### src/rtl/div_issue_pkg.sv
// Shared types for the EX-stage divide initiator: funct3 codes, one-hot FSM
// states, bus widths, watchdog default and the result-cache entry layout.
package div_issue_pkg;

  localparam int REG_W           = 32;
  localparam int ADDR_W          = 5;
  localparam int TIMEOUT_DEFAULT = 64;

  localparam logic [2:0] F3_DIV  = 3'b100;
  localparam logic [2:0] F3_DIVU = 3'b101;
  localparam logic [2:0] F3_REM  = 3'b110;
  localparam logic [2:0] F3_REMU = 3'b111;

  typedef enum logic [2:0] {
    ST_IDLE = 3'b001,
    ST_BUSY = 3'b010,
    ST_DONE = 3'b100
  } state_t;

  typedef struct packed {
    logic [REG_W-1:0] rs1;
    logic [REG_W-1:0] rs2;
    logic [2:0]       op;
    logic [REG_W-1:0] res;
    logic             valid;
  } cache_entry_t;

  function automatic logic is_div_op(input logic [2:0] f3);
    return f3 inside {F3_DIV, F3_DIVU, F3_REM, F3_REMU};
  endfunction

endpackage

### src/rtl/div_issue_result_cache.sv
// Single-entry memo of the last completed divide; looked up with the raw EX
// operands and refilled on each normal completion. Built only with DIV_RESULT_CACHE_EN.
module div_result_cache
  import div_issue_pkg::*;
(
  input  logic             clk,
  input  logic             rst,
  input  logic [REG_W-1:0] lookup_rs1,
  input  logic [REG_W-1:0] lookup_rs2,
  input  logic [2:0]       lookup_op,
  output logic             hit,
  output logic [REG_W-1:0] hit_data,
  input  logic             upd,
  input  logic [REG_W-1:0] upd_rs1,
  input  logic [REG_W-1:0] upd_rs2,
  input  logic [2:0]       upd_op,
  input  logic [REG_W-1:0] upd_res,
  input  logic             inval
);

  cache_entry_t entry;

  assign hit      = entry.valid && (entry.rs1 == lookup_rs1) &&
                    (entry.rs2 == lookup_rs2) && (entry.op == lookup_op);
  assign hit_data = entry.res;

  always_ff @(posedge clk or negedge rst) begin
    if (!rst) begin
      entry <= '0;
    end else if (inval) begin
      entry.valid <= 1'b0;
    end else if (upd) begin
      entry <= '{rs1: upd_rs1, rs2: upd_rs2, op: upd_op, res: upd_res, valid: 1'b1};
    end
  end

endmodule

### src/rtl/div_issue.sv
// EX-stage initiator for the iterative divider: issue, stall, watchdog and
// one-cycle write-back. Optional result cache under `DIV_RESULT_CACHE_EN.
//
// Divider handshake: div_start_o is held high for the whole divide and acts
// as a keep-alive; dropping it aborts the divider. div_ready_i is a single
// cycle completion pulse, and start is already low in that cycle so the
// divider never relatches the same operands.
module div_issue
  import div_issue_pkg::*;
#(
  parameter int TIMEOUT_CYCLES = TIMEOUT_DEFAULT,
  parameter int CNT_W          = 7
) (
  input  logic              clk,
  input  logic              rst,
  input  logic              req_i,
  input  logic [2:0]        funct3_i,
  input  logic [REG_W-1:0]  rs1_i,
  input  logic [REG_W-1:0]  rs2_i,
  input  logic [ADDR_W-1:0] rd_i,
  input  logic              flush_i,
  output logic              stall_o,
  output logic              div_start_o,
  output logic [REG_W-1:0]  div_dividend_o,
  output logic [REG_W-1:0]  div_divisor_o,
  output logic [2:0]        div_op_o,
  output logic [ADDR_W-1:0] div_waddr_o,
  input  logic [REG_W-1:0]  div_res_i,
  input  logic              div_ready_i,
  input  logic              div_busy_i,
  output logic              wb_we_o,
  output logic [ADDR_W-1:0] wb_waddr_o,
  output logic [REG_W-1:0]  wb_data_o,
  output logic              err_o,
  output logic [2:0]        dbg_state,
  output logic              dbg_stray_busy
);

  localparam logic [CNT_W-1:0] CNT_LAST = CNT_W'(TIMEOUT_CYCLES - 1);

  state_t           state_q, state_d;
  logic [CNT_W-1:0] cnt_q;
  logic             issue, hit_take, complete, timeout;
  logic             cache_hit;
  logic [REG_W-1:0] cache_data;

`ifdef DIV_RESULT_CACHE_EN
  div_result_cache u_cache (
    .clk        (clk),
    .rst        (rst),
    .lookup_rs1 (rs1_i),
    .lookup_rs2 (rs2_i),
    .lookup_op  (funct3_i),
    .hit        (cache_hit),
    .hit_data   (cache_data),
    .upd        (complete),
    .upd_rs1    (div_dividend_o),
    .upd_rs2    (div_divisor_o),
    .upd_op     (div_op_o),
    .upd_res    (div_res_i),
    .inval      (timeout)
  );
`else
  assign cache_hit  = 1'b0;
  assign cache_data = '0;
`endif

  always_comb begin
    state_d     = state_q;
    stall_o     = 1'b0;
    div_start_o = 1'b0;
    issue       = 1'b0;
    hit_take    = 1'b0;
    complete    = 1'b0;
    timeout     = 1'b0;
    unique case (state_q)
      ST_IDLE: begin
        // rd==0 still holds EX for one cycle so DONE can release it cleanly.
        if (req_i && !flush_i && is_div_op(funct3_i)) begin
          stall_o = 1'b1;
          if (rd_i == '0) begin
            state_d = ST_DONE;
          end else if (cache_hit) begin
            hit_take = 1'b1;
            state_d  = ST_DONE;
          end else begin
            issue   = 1'b1;
            state_d = ST_BUSY;
          end
        end
      end
      ST_BUSY: begin
        stall_o = 1'b1;
        if (flush_i) begin
          state_d = ST_IDLE;
        end else if (div_ready_i) begin
          complete = 1'b1;
          state_d  = ST_DONE;
        end else if (cnt_q == CNT_LAST) begin
          timeout = 1'b1;
          state_d = ST_IDLE;
        end else begin
          div_start_o = 1'b1;
        end
      end
      ST_DONE: state_d = ST_IDLE;
      default: state_d = ST_IDLE;
    endcase
  end

  always_ff @(posedge clk or negedge rst) begin
    if (!rst) begin
      state_q        <= ST_IDLE;
      cnt_q          <= '0;
      div_dividend_o <= '0;
      div_divisor_o  <= '0;
      div_op_o       <= '0;
      div_waddr_o    <= '0;
      wb_we_o        <= 1'b0;
      wb_waddr_o     <= '0;
      wb_data_o      <= '0;
      err_o          <= 1'b0;
    end else begin
      state_q <= state_d;
      wb_we_o <= complete | hit_take;
      err_o   <= timeout;
      if (issue) begin
        div_dividend_o <= rs1_i;
        div_divisor_o  <= rs2_i;
        div_op_o       <= funct3_i;
        div_waddr_o    <= rd_i;
        cnt_q          <= '0;
      end else if (state_q == ST_BUSY) begin
        cnt_q <= cnt_q + 1'b1;
      end
      if (complete) begin
        wb_waddr_o <= div_waddr_o;
        wb_data_o  <= div_res_i;
      end else if (hit_take) begin
        wb_waddr_o <= rd_i;
        wb_data_o  <= cache_data;
      end
    end
  end

  assign dbg_state      = state_q;
  // The divider should never report busy while no divide is outstanding.
  assign dbg_stray_busy = div_busy_i && (state_q == ST_IDLE);

endmodule

### config.mk
export PLATFORM = sky130hd
export DESIGN_NAME = div_issue
export DESIGN_NICKNAME = d
export VERILOG_FILES = /design/src/rtl/div_issue_pkg.sv /design/src/rtl/div_issue_result_cache.sv /design/src/rtl/div_issue.sv
export SDC_FILE = /design/constraint.sdc
export NUM_CORES = 1
export LEC_CHECK = 0
export ABC_AREA = 1
export BUFFER_PORTS_ARGS = -buffer_cell sky130_fd_sc_hd__buf_2
export CORE_MARGIN = 2
export CORE_UTILIZATION = 30
export DETAILED_ROUTE_END_ITERATION = 16
export GPL_TIMING_DRIVEN = 1
export SYNTH_ARGS = -nofsm -noshare
export SYNTH_HDL_FRONTEND = slang
export SYNTH_SLANG_ARGS = --single-unit
### constraint.sdc
create_clock -name clk -period 3.4 [get_ports clk]
set_clock_uncertainty 0.1 [all_clocks]
set_input_delay 0.17 -clock clk [delete_from_list [all_inputs] [get_ports clk]]
set_output_delay 0.17 -clock clk [all_outputs]
set_load 0.02 [all_outputs]
# ---- Word level (Yosys, flattened, before mapping)
# Index checks and enable logic that the tools add are counted.
dict set report word_totals {
  ff_bits 121
  input_bits 110
  wordCells 54
  mem_bits_rw 0
  romBits 0
  latch_bits 0
  memories 0
  output_inout_bits 117
}
dict set report classes {
  n_mul 0
  n_eq_ne 9
  n_addsub 1
  muxes 26
  bitwise_logic 0
  div_mod_pow 0
  n_reduce_logical 8
  magnitude_cmp 0
  shifts 0
}
# cell n
set ops {}
lappend ops {{$mux 32} 1}
lappend ops {{$mux 1} 15}
lappend ops {{$mux 3} 5}
lappend ops {{$mux 7} 2}
lappend ops {{$eq 3x3->1 const B} 4}
lappend ops {{$add 7x1->7 const B} 1}
lappend ops {{$eq 7x6->1 const B} 1}
lappend ops {{$pmux 3 s2} 1}
lappend ops {{$logic_not 5->1} 1}
lappend ops {{$mux 5} 1}
lappend ops {{$ne 4x4->1 const B} 1}
lappend ops {{$reduce_bool 4->1} 1}
lappend ops {{$eq 3x1->1 const B} 1}
lappend ops {{$eq 3x2->1 const B} 1}
lappend ops {{$logic_and 1x1->1} 3}
lappend ops {{$ne 2x2->1 const B} 1}
lappend ops {{$pmux 1 s2} 1}
lappend ops {{$reduce_and 2->1} 1}
lappend ops {{$reduce_bool 2->1} 1}
lappend ops {{$logic_not 1->1} 1}

# ---- Longest topological paths before layout
# Gate-level depths: netlist of run 1.
dict set report depth {
  word_depth 6
  ltp_mapped 9
  depth_no_buf 8
}

# ---- Least setup slack after synthesis of run 1
# No wires, ideal clock.
dict set report synth_timing {
  path_kind {register -> output}
  start {reg state_q[0], in the netlist dbg_state[0]}
  end {out stall_o}
  required_ps 3130
  n_path_buf 0
  arrival_ps 1218
  path_stages_with_launch 3
  path_slack_ps 1912
  path_cell_list {dfstp_2 > nand2_2 > o21ai_0}
}
dict set report synth_via {
  elab_chain_cells 2
  word_cells_on_any_way 3
  classes_between {2 x eq/ne; 1 x mux}
}
# element line
set synth_lines {}
lappend synth_lines {{start, declared} div_issue.sv:41} ;# state_t state_q, state_d;
lappend synth_lines {{start signal, assigned} div_issue.sv:124} ;# state_q <= state_d;
lappend synth_lines {{$eq 3x2->1 / $eq 3x1->1 (equally long branches)} div_issue.sv:76} ;# unique case (state_q)
lappend synth_lines {{$pmux 1 s2 (*)} div_issue.sv:76}
lappend synth_lines {{end, declared} div_issue.sv:22} ;# output logic stall_o,
# Mark *: on every way between the ends. The rest lies on a longest branch, timed or not.

# ---- Final worst setup path of run 1
dict set report layout_timing {
  start {reg state_q[2], in the netlist dbg_state[2]}
  end {reg state_q[2], in the netlist dbg_state[2]}
}
dict set report layout_via {
  elab_chain_cells 3
  word_cells_on_any_way 6
  classes_between {4 x eq/ne; 1 x mux; 1 x reduce/logical}
}
# element line
set layout_lines {}
lappend layout_lines {{$eq 3x2->1 / $eq 3x1->1 (equally long branches)} div_issue.sv:76}
lappend layout_lines {{$ne 4x4->1 (no source line) / $ne 2x2->1 (equally long branches)} -}
lappend layout_lines {{$reduce_and 2->1 (no source line)} -}
# Several ways; a longest one is shown, not always the timed one.
# A chain may end at the register's enable or synchronous reset.

==> results_dict.tcl, run 1 <==
set metrics [dict create \
    status "completed" \
    multi_input_area_sq_um 1520 \
    worstSkewPairLatency_ns 0.41 \
    period_needed_ns 2.36 \
    grt_max_degree 82 \
    antenna_cells 0 \
    io_pins 227 \
    worst_path_largest_cell_delay_ns 0.73 \
    dp_hpwl_microns 8620 \
    maxCapViolations 0 \
    path_clk_slew_ns 0.06 \
    min_period_over_period 0.694 \
    grt_pass1_wl_microns 22500 \
    drt_first_pass_iters 6 \
    path_class "register to register" \
    dieArea_sq_um 17000 \
    crit_required_ns 3.63 \
    post_cts_buffers 0 \
    tns_ns 0 \
    rsz0062_at_grt "false" \
    finalWirelength_microns 14500 \
    die-width_microns 130 \
    core_area_sq_um 15700 \
    worstHoldStart "funct3_i[2]" \
    yosys_warnings 0 \
    reg2reg_depth 7 \
    power_density_nw_per_um2 825 \
    initial_core_util 0.305 \
    finalHoldViolations 0 \
    max_freq_mhz 424 \
    register_area_sq_um 3030 \
    crit_top_cell "nor2_1" \
    cts_buffers 17 \
    nets 987 \
    grt_antenna_before_repair 0 \
    cts_tree "yes" \
    vias 4615 \
    worstPathMaxFanout 40 \
    cts_resized 0 \
    synth_cells 546 \
    place_congestion 0.701 \
    path_cells "inv_1 -> nand2_1 -> nor2_4 -> nand2_2 -> inv_2 -> nor2_1 -> nor2_1" \
    synth.avg_cell_area_sq_um 8.77 \
    holdPathStages 4 \
    cp-startpoint "dbg_state[2]" \
    synthFlopType "dfrtp_1" \
    synth_edf_count 0 \
    ant_nets 0 \
    p_leak_nw 4.39 \
    start_kind "register" \
    r2r_end "dbg_state[2]" \
    syn_area_sq_um 4790 \
    wl_per_cell_microns 13.2 \
    viasPerCell 4.18 \
    placed_cells 967 \
    timing.rr.start "dbg_state[2]" \
    drv_slew 0 \
    portBuffers 226 \
    cts.sinks 121 \
    max_slew_margin 0.416 \
    nFillCells 1455 \
    dieHeight_microns 130 \
    htreeDepth 4 \
    placed_cell_area_sq_um 6040 \
    overflow 0 \
    hold_buffers 106 \
    area_growth_pct 61.0 \
    async_flop_share 1.00 \
    grt_pass1_vias 4601 \
    clockRootBuffer "clkbuf_16" \
    ir_drop_uv 494 \
    holdCritPathClass "input pin to register" \
    synth.distinct_cells 23 \
    seq_area_frac_synth 0.633 \
    r2r_slack_ns 1.04 \
    tightest_slew_ns 0.876 \
    cpMaxStageDelayCell "inv_2" \
    cts.path.max_buffers 2 \
    grtUsageTotal 0.171 \
    cp-end-kind "register" \
    syn_nets 657 \
    detail_route.drc_violations 0 \
    setup_violations 0 \
    row_count 46 \
    cp_data_arrival_time_ns 2.59 \
    ys_ff_latch 121 \
    stdcell_count 1105 \
    first_iter_violations 174 \
    drive_gt1_frac 0.299 \
    design_area_sq_um 7710 \
    min_to "dbg_state[0]" \
]
[cell usage in the layout (no fill, tap or decap), types with 2 or more instances in the layout]
cell type      netlist  final
nand2_2              2      2
dlygate4sd3_1        0    106
clkbuf_1             0      2
bufinv_16            0      3
nand2_1            337    337
o21ai_0              2      2
buf_2               13    225
o21ai_1              3      3
clkinvlp_4           0      4
clkinv_4             0      5
dfrtp_1            120    120
nor2_1              21     21
buf_4                0      2
nand3_1              8      8
a21oi_1              2      2
nand4_1              2      2
clkbuf_16            0     17
inv_1               15     15
[critical path, delay by kind of cell, from the launching register on]
family	cells	cell delay, ns
buffers and inverters	2	0.80
and+or+nand+nor	5	0.99
DFF	1	0.39
[flip-flops by register name, indices dropped and copies added, names as in the netlist]
| register | cells |
|---|---|
| div_dividend_o | 32 |
| div_divisor_o | 32 |
| wb_data_o | 32 |
| cnt_q | 7 |
| div_waddr_o | 5 |
| wb_waddr_o | 5 |
| dbg_state | 3 |
| div_op_o | 3 |
| err_o | 1 |
| wb_we_o | 1 |
[metal layers]
layer / share of wire / global-route usage / vias to the layer above
li1: - / - / 2311
met1: 0.44 / 0.213 / 2099
met2: 0.46 / 0.276 / 184
met3: 0.077 / 0.0586 / 21
met4: 0.019 / 0.0626 / 0
met5: 0 / 0 / -
[synth_stat cells (2+ instances only)]
cell type	count	area, sq um
nand3_1	8	40.0
nand2_1	337	1260
a21oi_1	2	10.0
inv_1	15	56.3
nor2_1	21	78.8
nand4_1	2	12.5
nand2_2	2	12.5
o21ai_0	2	10.0
buf_2	13	65.1
dfrtp_1	120	3000
buf_6	10	113
o21ai_1	3	15.0
[power breakdown]
| part | switching [W] | leakage, nW | internal [W] | total, W |
|---|---|---|---|---|
| registers | 0.000322 | 1.56 | 0.00201 | 0.00234 |
| clock network | 0.000676 | 0.280 | 0.00116 | 0.00183 |
| logic | 0.00142 | 2.55 | 0.000775 | 0.00219 |
[per-stage QoR]
| stage | worst slack, ns | utilization | hold WS, ns | total power (W) |
|---|---|---|---|---|
| 2_1_floorplan | 1.91 | - | -0.226 | 0.00361 |
| 3_3_place_gp | 1.10 | 0.385 | 0.157 | 0.00443 |
| 3_5_place_dp | 1.02 | 0.385 | 0.155 | 0.00445 |
| 4_1_cts | 1.00 | 0.491 | 0.0299 | 0.00641 |
| 5_1_grt | 0.801 | 0.491 | 0.0581 | 0.00678 |
| 6_report | 1.04 | 0.491 | 0.0524 | 0.00636 |
[final cells by class]
cell class	instances	share of cell area
clock buffer	19	0.0562
clock inverter	13	0.0224
inverter	17	0.00860
multi-input combinational	385	0.197
sequential	121	0.393
tap	216	0.0351
timing repair buffer	334	0.288
[worst max-delay path by stage]
stage	cells after the start	slack, ns	endpoint
final	7	1.04	dbg_state[2]
after detailed placement	7	1.02	dbg_state[2]
after global placement	8	1.10	dbg_state[0]
after global routing	7	0.80	dbg_state[2]
after CTS	7	1.00	dbg_state[2]
after floorplan	2	1.91	stall_o
[cell families (layout without fill, tap and decap cells)]
| family | after synthesis | after routing | synth area share |
|---|---|---|---|
| buf+inv | 40 | 383 | 0.0510 |
| simple gates | 376 | 376 | 0.305 |
| compound gates | 7 | 7 | 0.00732 |
| flops | 121 | 121 | 0.633 |
| xor+xnor | 1 | 1 | 0.00183 |
| fa+ha+maj | 1 | 1 | 0.00261 |
Note: power is estimated with default switching activity, not from simulation.
==> inputs of run 2 (changes only) <==
clock period = 1.9 ns   (was 3.4 ns; I/O delays follow)
==> run 2 against run 1 <==
  * Final cell count grew 1.4%
  * Via count is 2.2% higher
  * Sequential share of layout area down 0.94 points
  * Die area unchanged
  * Utilization increased by 1.2 points
  * First-iteration DRC count increased by 19%
  * Worst setup slack lost 0.95 ns
==> results_dict.tcl, run 2 (same netlist as run 1, synthesis figures left out) <==
set metrics [dict create \
    r2r_end "err_o" \
    layout_commonest_cell "nand2_1" \
    met1_length_microns 6320 \
    grt_max_degree 69 \
    intPower_w 0.00730 \
    placed_cells 974 \
    path_class "register to output pin" \
    clock_power_share 0.294 \
    core_area_sq_um 15700 \
    worst_path_largest_cell_delay_ns 0.39 \
    vias 4716 \
    power_density_nw_per_um2 1470 \
    max_slew_margin 0.683 \
    crit_top_cell "nand3_2" \
    timing.rr.start "dbg_state[2]" \
    cts.sinks 121 \
    detail_route.drc_violations 0 \
    die-width_microns 130 \
    cts_buffers 17 \
    row_count 46 \
    layout_setup_ws_ns 0.0882 \
    crit_required_ns 1.70 \
    grtUsageTotal 0.167 \
    first_iter_violations 207 \
    final_cell_mix "337 x nand2_1, 225 x buf_2, 120 x dfrtp_1" \
    finalHoldViolations 0 \
    pre_cts_slack_ns 0.259 \
    grt_pass1_wl_microns 21900 \
    r2r_slack_ns 0.20 \
    dieHeight_microns 130 \
    final_util 0.503 \
    io_pins 227 \
    portBuffers 226 \
    start_kind "register" \
    drive_gt1_frac 0.313 \
    cp.depth 7 \
    crit_buf_inv 2 \
    dp_hpwl_microns 8870 \
    netSwitchingPower_w 0.00428 \
    max_freq_mhz 552 \
    reg_top3 "div_dividend_o (32), div_divisor_o (32), wb_data_o (32)" \
    overflow 0 \
    wl_per_cell_microns 13.0 \
    clockRootBuffer "clkbuf_16" \
    worstSkewPairLatency_ns 0.41 \
    grt_pass1_vias 4461 \
    setup_violations 0 \
    path_cells "ha_2 -> nand3_2 -> nor2_4 -> nand2_1 -> nand3_2 -> inv_1 -> buf_2" \
    tightest_slew_ns 0.475 \
    cts_tree "yes" \
    reg2reg_depth 6 \
    nets 1002 \
    period_needed_ns 1.81 \
    htreeDepth 4 \
    initial_core_util 0.305 \
    cp-end-kind "output pin" \
    viasPerCell 4.21 \
    stdcell_count 1120 \
    p_total_w 0.0116 \
    holdCritPathClass "input pin to async pin" \
    dieArea_sq_um 17000 \
    cts.path.max_buffers 2 \
    combPwrFrac 0.346 \
    drv_slew 0 \
    met3_length_microns 1180 \
    swShare 0.370 \
    ir_drop_uv 776 \
    place_congestion 0.753 \
    p_leak_nw 4.48 \
    cp_top_family "simple AND/OR/NAND/NOR gates" \
    top_layer "met4" \
    cp_data_arrival_time_ns 1.62 \
    worstPathMaxFanout 4 \
    min_period_over_period 0.954 \
    drt_first_pass_iters 7 \
    maxCapViolations 0 \
    path_clk_slew_ns 0.05 \
    cpMaxStageDelayCell "dfrtp_1" \
    antenna_cells 0 \
    timing.hold.ws_ns 0.0550 \
    finalWirelength_microns 14500 \
    status "completed" \
    seqPwrFrac 0.361 \
    area_growth_pct 64.9 \
    ant_nets 0 \
    grt_antenna_before_repair 0 \
    met2WireLength_microns 6810 \
]
-- run 2: cell types whose count changed in the layout (fill, tap and decap cells not counted), sizes merged --
cell / change
dlygate4sd3: +3
inv: -1
clkinvlp: +1
clkbuf: +1
clkinv: -2
bufinv: +1
buf: +12
-- run 2: cell type report --
class | count | area, sq um
fill | 1396 | 7820
sequential | 121 | 3030
timing repair buffer | 349 | 2370
multi-input combinational | 385 | 1540
clock buffer | 20 | 457
tap | 216 | 270
clock inverter | 12 | 173
inverter | 17 | 66.3
-- run 2: power groups by stage --
stage,logic (W),registers (W),clock network (W)
final,0.00400,0.00417,0.00340
after global routing,0.00438,0.00429,0.00361
after detailed placement,0.00381,0.00416,0
after CTS,0.00400,0.00416,0.00349
after global placement,0.00375,0.00418,0
after floorplan,0.00102,0.00544,0
-- run 2: per-layer routing --
metal / track usage / up-vias
met1: 0.201 / 2147
met4: 0.0601 / 0
met3: 0.0619 / 24
li1: - / 2340
met2: 0.275 / 205
met5: 0 / -
-- run 2: what timing repair did --
action,4_1_cts,5_1_grt
pin swaps,1,3
setup buffers,2,3
hold buffers,109,0
hold endpoints to repair,227,0
gates resized for setup,3,2
setup endpoints to repair,1,1
-- run 2: worst max-delay path by stage --
stage	from	to
finish	cnt_q[1]	div_start_o
global route	cnt_q[1]	div_start_o
CTS	cnt_q[1]	div_start_o
detailed placement	dbg_state[0]	div_dividend_o[19]
global placement	dbg_state[0]	div_dividend_o[17]
floorplan	dbg_state[2]	wb_waddr_o[0]
-- run 2: through the flow --
step | TNS [ns] | cell area [sq um]
after global routing | -0.00865 | 7900
after floorplan | 0 | 4790
after global placement | 0 | 6120
final | 0 | 7900
after detailed placement | 0 | 6120
after CTS | 0 | 7870
-- run 2: worst register-to-register path: stages (launching register included) --
cell and delay [ns]:
dfrtp_1 0.39, inv_1 0.08, nand2_1 0.08, nor2_4 0.22
nand3_1 0.09, dlygate4sd3_1 0.57, nor2_1 0.10
==> inputs of run 3 (changes only) <==
HOLD_SLACK_MARGIN = 0.06   (was not set)
==> run 3 against run 2 <==
  * Global-route usage rose by 0.17 points
  * Critical path depth did not move
  * Clock power barely moved
  * Critical endpoint unchanged
  * Design area rose by 0.25%
  * Sequential cell count did not move
  * Largest cell class unchanged
==> results_dict.tcl, run 3 (same netlist as run 1, synthesis figures left out) <==
set metrics [dict create \
    drt_first_pass_iters 4 \
    dp_hpwl_microns 8870 \
    viasPerCell 4.20 \
    min_period_over_period 0.954 \
    grt_antenna_before_repair 0 \
    layout_commonest_cell "nand2_1" \
    holdCritPathClass "input pin to async pin" \
    overflow 0 \
    cts_buffers 17 \
    htreeDepth 4 \
    dieHeight_microns 130 \
    power_density_nw_per_um2 1460 \
    reg_top3 "div_dividend_o (32), div_divisor_o (32), wb_data_o (32)" \
    nFillCells 1391 \
    setup_violations 0 \
    core_area_sq_um 15700 \
    wl_per_cell_microns 13.2 \
    cts.sinks 121 \
    first_iter_violations 202 \
    reg2reg_depth 6 \
    swShare 0.370 \
    clock_power_share 0.294 \
    ir_drop_uv 776 \
    drive_gt1_frac 0.314 \
    cts.path.max_buffers 2 \
    area_growth_pct 65.4 \
    max_slew_margin 0.689 \
    path_class "register to output pin" \
    cp-end-kind "output pin" \
    status "completed" \
    placed_cell_area_sq_um 6120 \
    cts_tree "yes" \
    grt_pass1_vias 4482 \
    multi_input_area_sq_um 1540 \
    antenna_cells 0 \
    drv_slew 0 \
    register_area_sq_um 3030 \
    finalWirelength_microns 14800 \
    intPower_w 0.00730 \
    path_clk_slew_ns 0.05 \
    initial_core_util 0.305 \
    row_count 46 \
    seqPwrFrac 0.360 \
    vias 4703 \
    cp_data_arrival_time_ns 1.62 \
    detail_route.drc_violations 0 \
    dieArea_sq_um 17000 \
    grt_max_degree 69 \
    design_area_sq_um 7920 \
    max_freq_mhz 552 \
    grt_pass1_wl_microns 22000 \
    p_leak_nw 4.49 \
    pre_cts_slack_ns 0.259 \
    final_cell_mix "337 x nand2_1, 225 x buf_2, 120 x dfrtp_1" \
    tightest_slew_ns 0.466 \
    start_kind "register" \
    ant_nets 0 \
    portBuffers 226 \
    crit_required_ns 1.70 \
    period_needed_ns 1.81 \
    die-width_microns 130 \
    nets 1003 \
    grtUsageTotal 0.168 \
    worstPathMaxFanout 4 \
    worstSkewPairLatency_ns 0.41 \
    place_congestion 0.753 \
    io_pins 227 \
    finalHoldViolations 0 \
    layout_setup_ws_ns 0.0879 \
    combPwrFrac 0.346 \
    netSwitchingPower_w 0.00429 \
    clockRootBuffer "clkbuf_16" \
    maxCapViolations 0 \
]
## run 3: changes by cell type in the layout (fill, tap and decap cells not counted)
| cell | before | now |
|---|---|---|
| buf_12 | 3 | 4 |
## run 3: routing by layer
metal	routed length (microns)	share of wire	GRT usage
met1	6370	0.43	0.201
met2	7010	0.48	0.281
met3	1150	0.078	0.0623
met4	219	0.015	0.0601
met5	0	0	0
## run 3: power by group through the flow
| stage | Clock, W | Combinational [W] | Sequential [W] |
|---|---|---|---|
| 2_1_floorplan | 0 | 0.00102 | 0.00544 |
| 3_3_place_gp | 0 | 0.00375 | 0.00418 |
| 3_5_place_dp | 0 | 0.00381 | 0.00416 |
| 4_1_cts | 0.00349 | 0.00400 | 0.00416 |
| 5_1_grt | 0.00361 | 0.00439 | 0.00429 |
| 6_report | 0.00340 | 0.00401 | 0.00417 |
## run 3: metrics by stage
stage | instances | util | power (W) | setup TNS [ns] | hold slack (ns)
5_1_grt | 1121 | 0.504 | 0.0123 | -0.00865 | 0.154
6_report | 1121 | 0.504 | 0.0116 | 0 | 0.147
3_5_place_dp | 974 | 0.389 | 0.00797 | 0 | -0.0630
2_1_floorplan | 546 | - | 0.00646 | 0 | -0.301
3_3_place_gp | 974 | 0.389 | 0.00792 | 0 | -0.0654
4_1_cts | 1118 | 0.502 | 0.0117 | 0 | 0.119
## run 3: what timing repair did
action / CTS / global route
endpoints found under the setup margin: 1 / 1
hold buffers: 110 / 0
resized for setup: 3 / 2
setup buffers: 2 / 3
pin swaps: 1 / 3
hold endpoints to repair: 227 / 0
## run 3: final timing paths
check / to / slack (ns) / start
max in group asynchronous: dbg_state[0] / 1.14 / rst
min in group clk: div_divisor_o[18] / 0.23 / funct3_i[2]
setup / recovery: div_start_o / 0.09 / cnt_q[1]
hold / removal: wb_data_o[30] / 0.15 / rst
hold reg to reg: div_divisor_o[30] / 0.37 / div_divisor_o[30]
setup reg to reg: err_o / 0.20 / dbg_state[2]
## run 3: critical path, stage by stage, from the launching register on
cell     delay (ns)
dfrtp_1        0.39
ha_2           0.21
nand3_2        0.11
nor2_4         0.12
nand2_1        0.10
nand3_2        0.10
inv_1          0.04
buf_2          0.15
## run 3: final cells by class
type                    count  area share
clock inverters            12      0.0218
well taps                 216      0.0341
multi-input cells         385       0.194
clock buffers              20      0.0577
repair buffers            350       0.302
inverters                  17     0.00838
flip-flops and latches    121       0.383
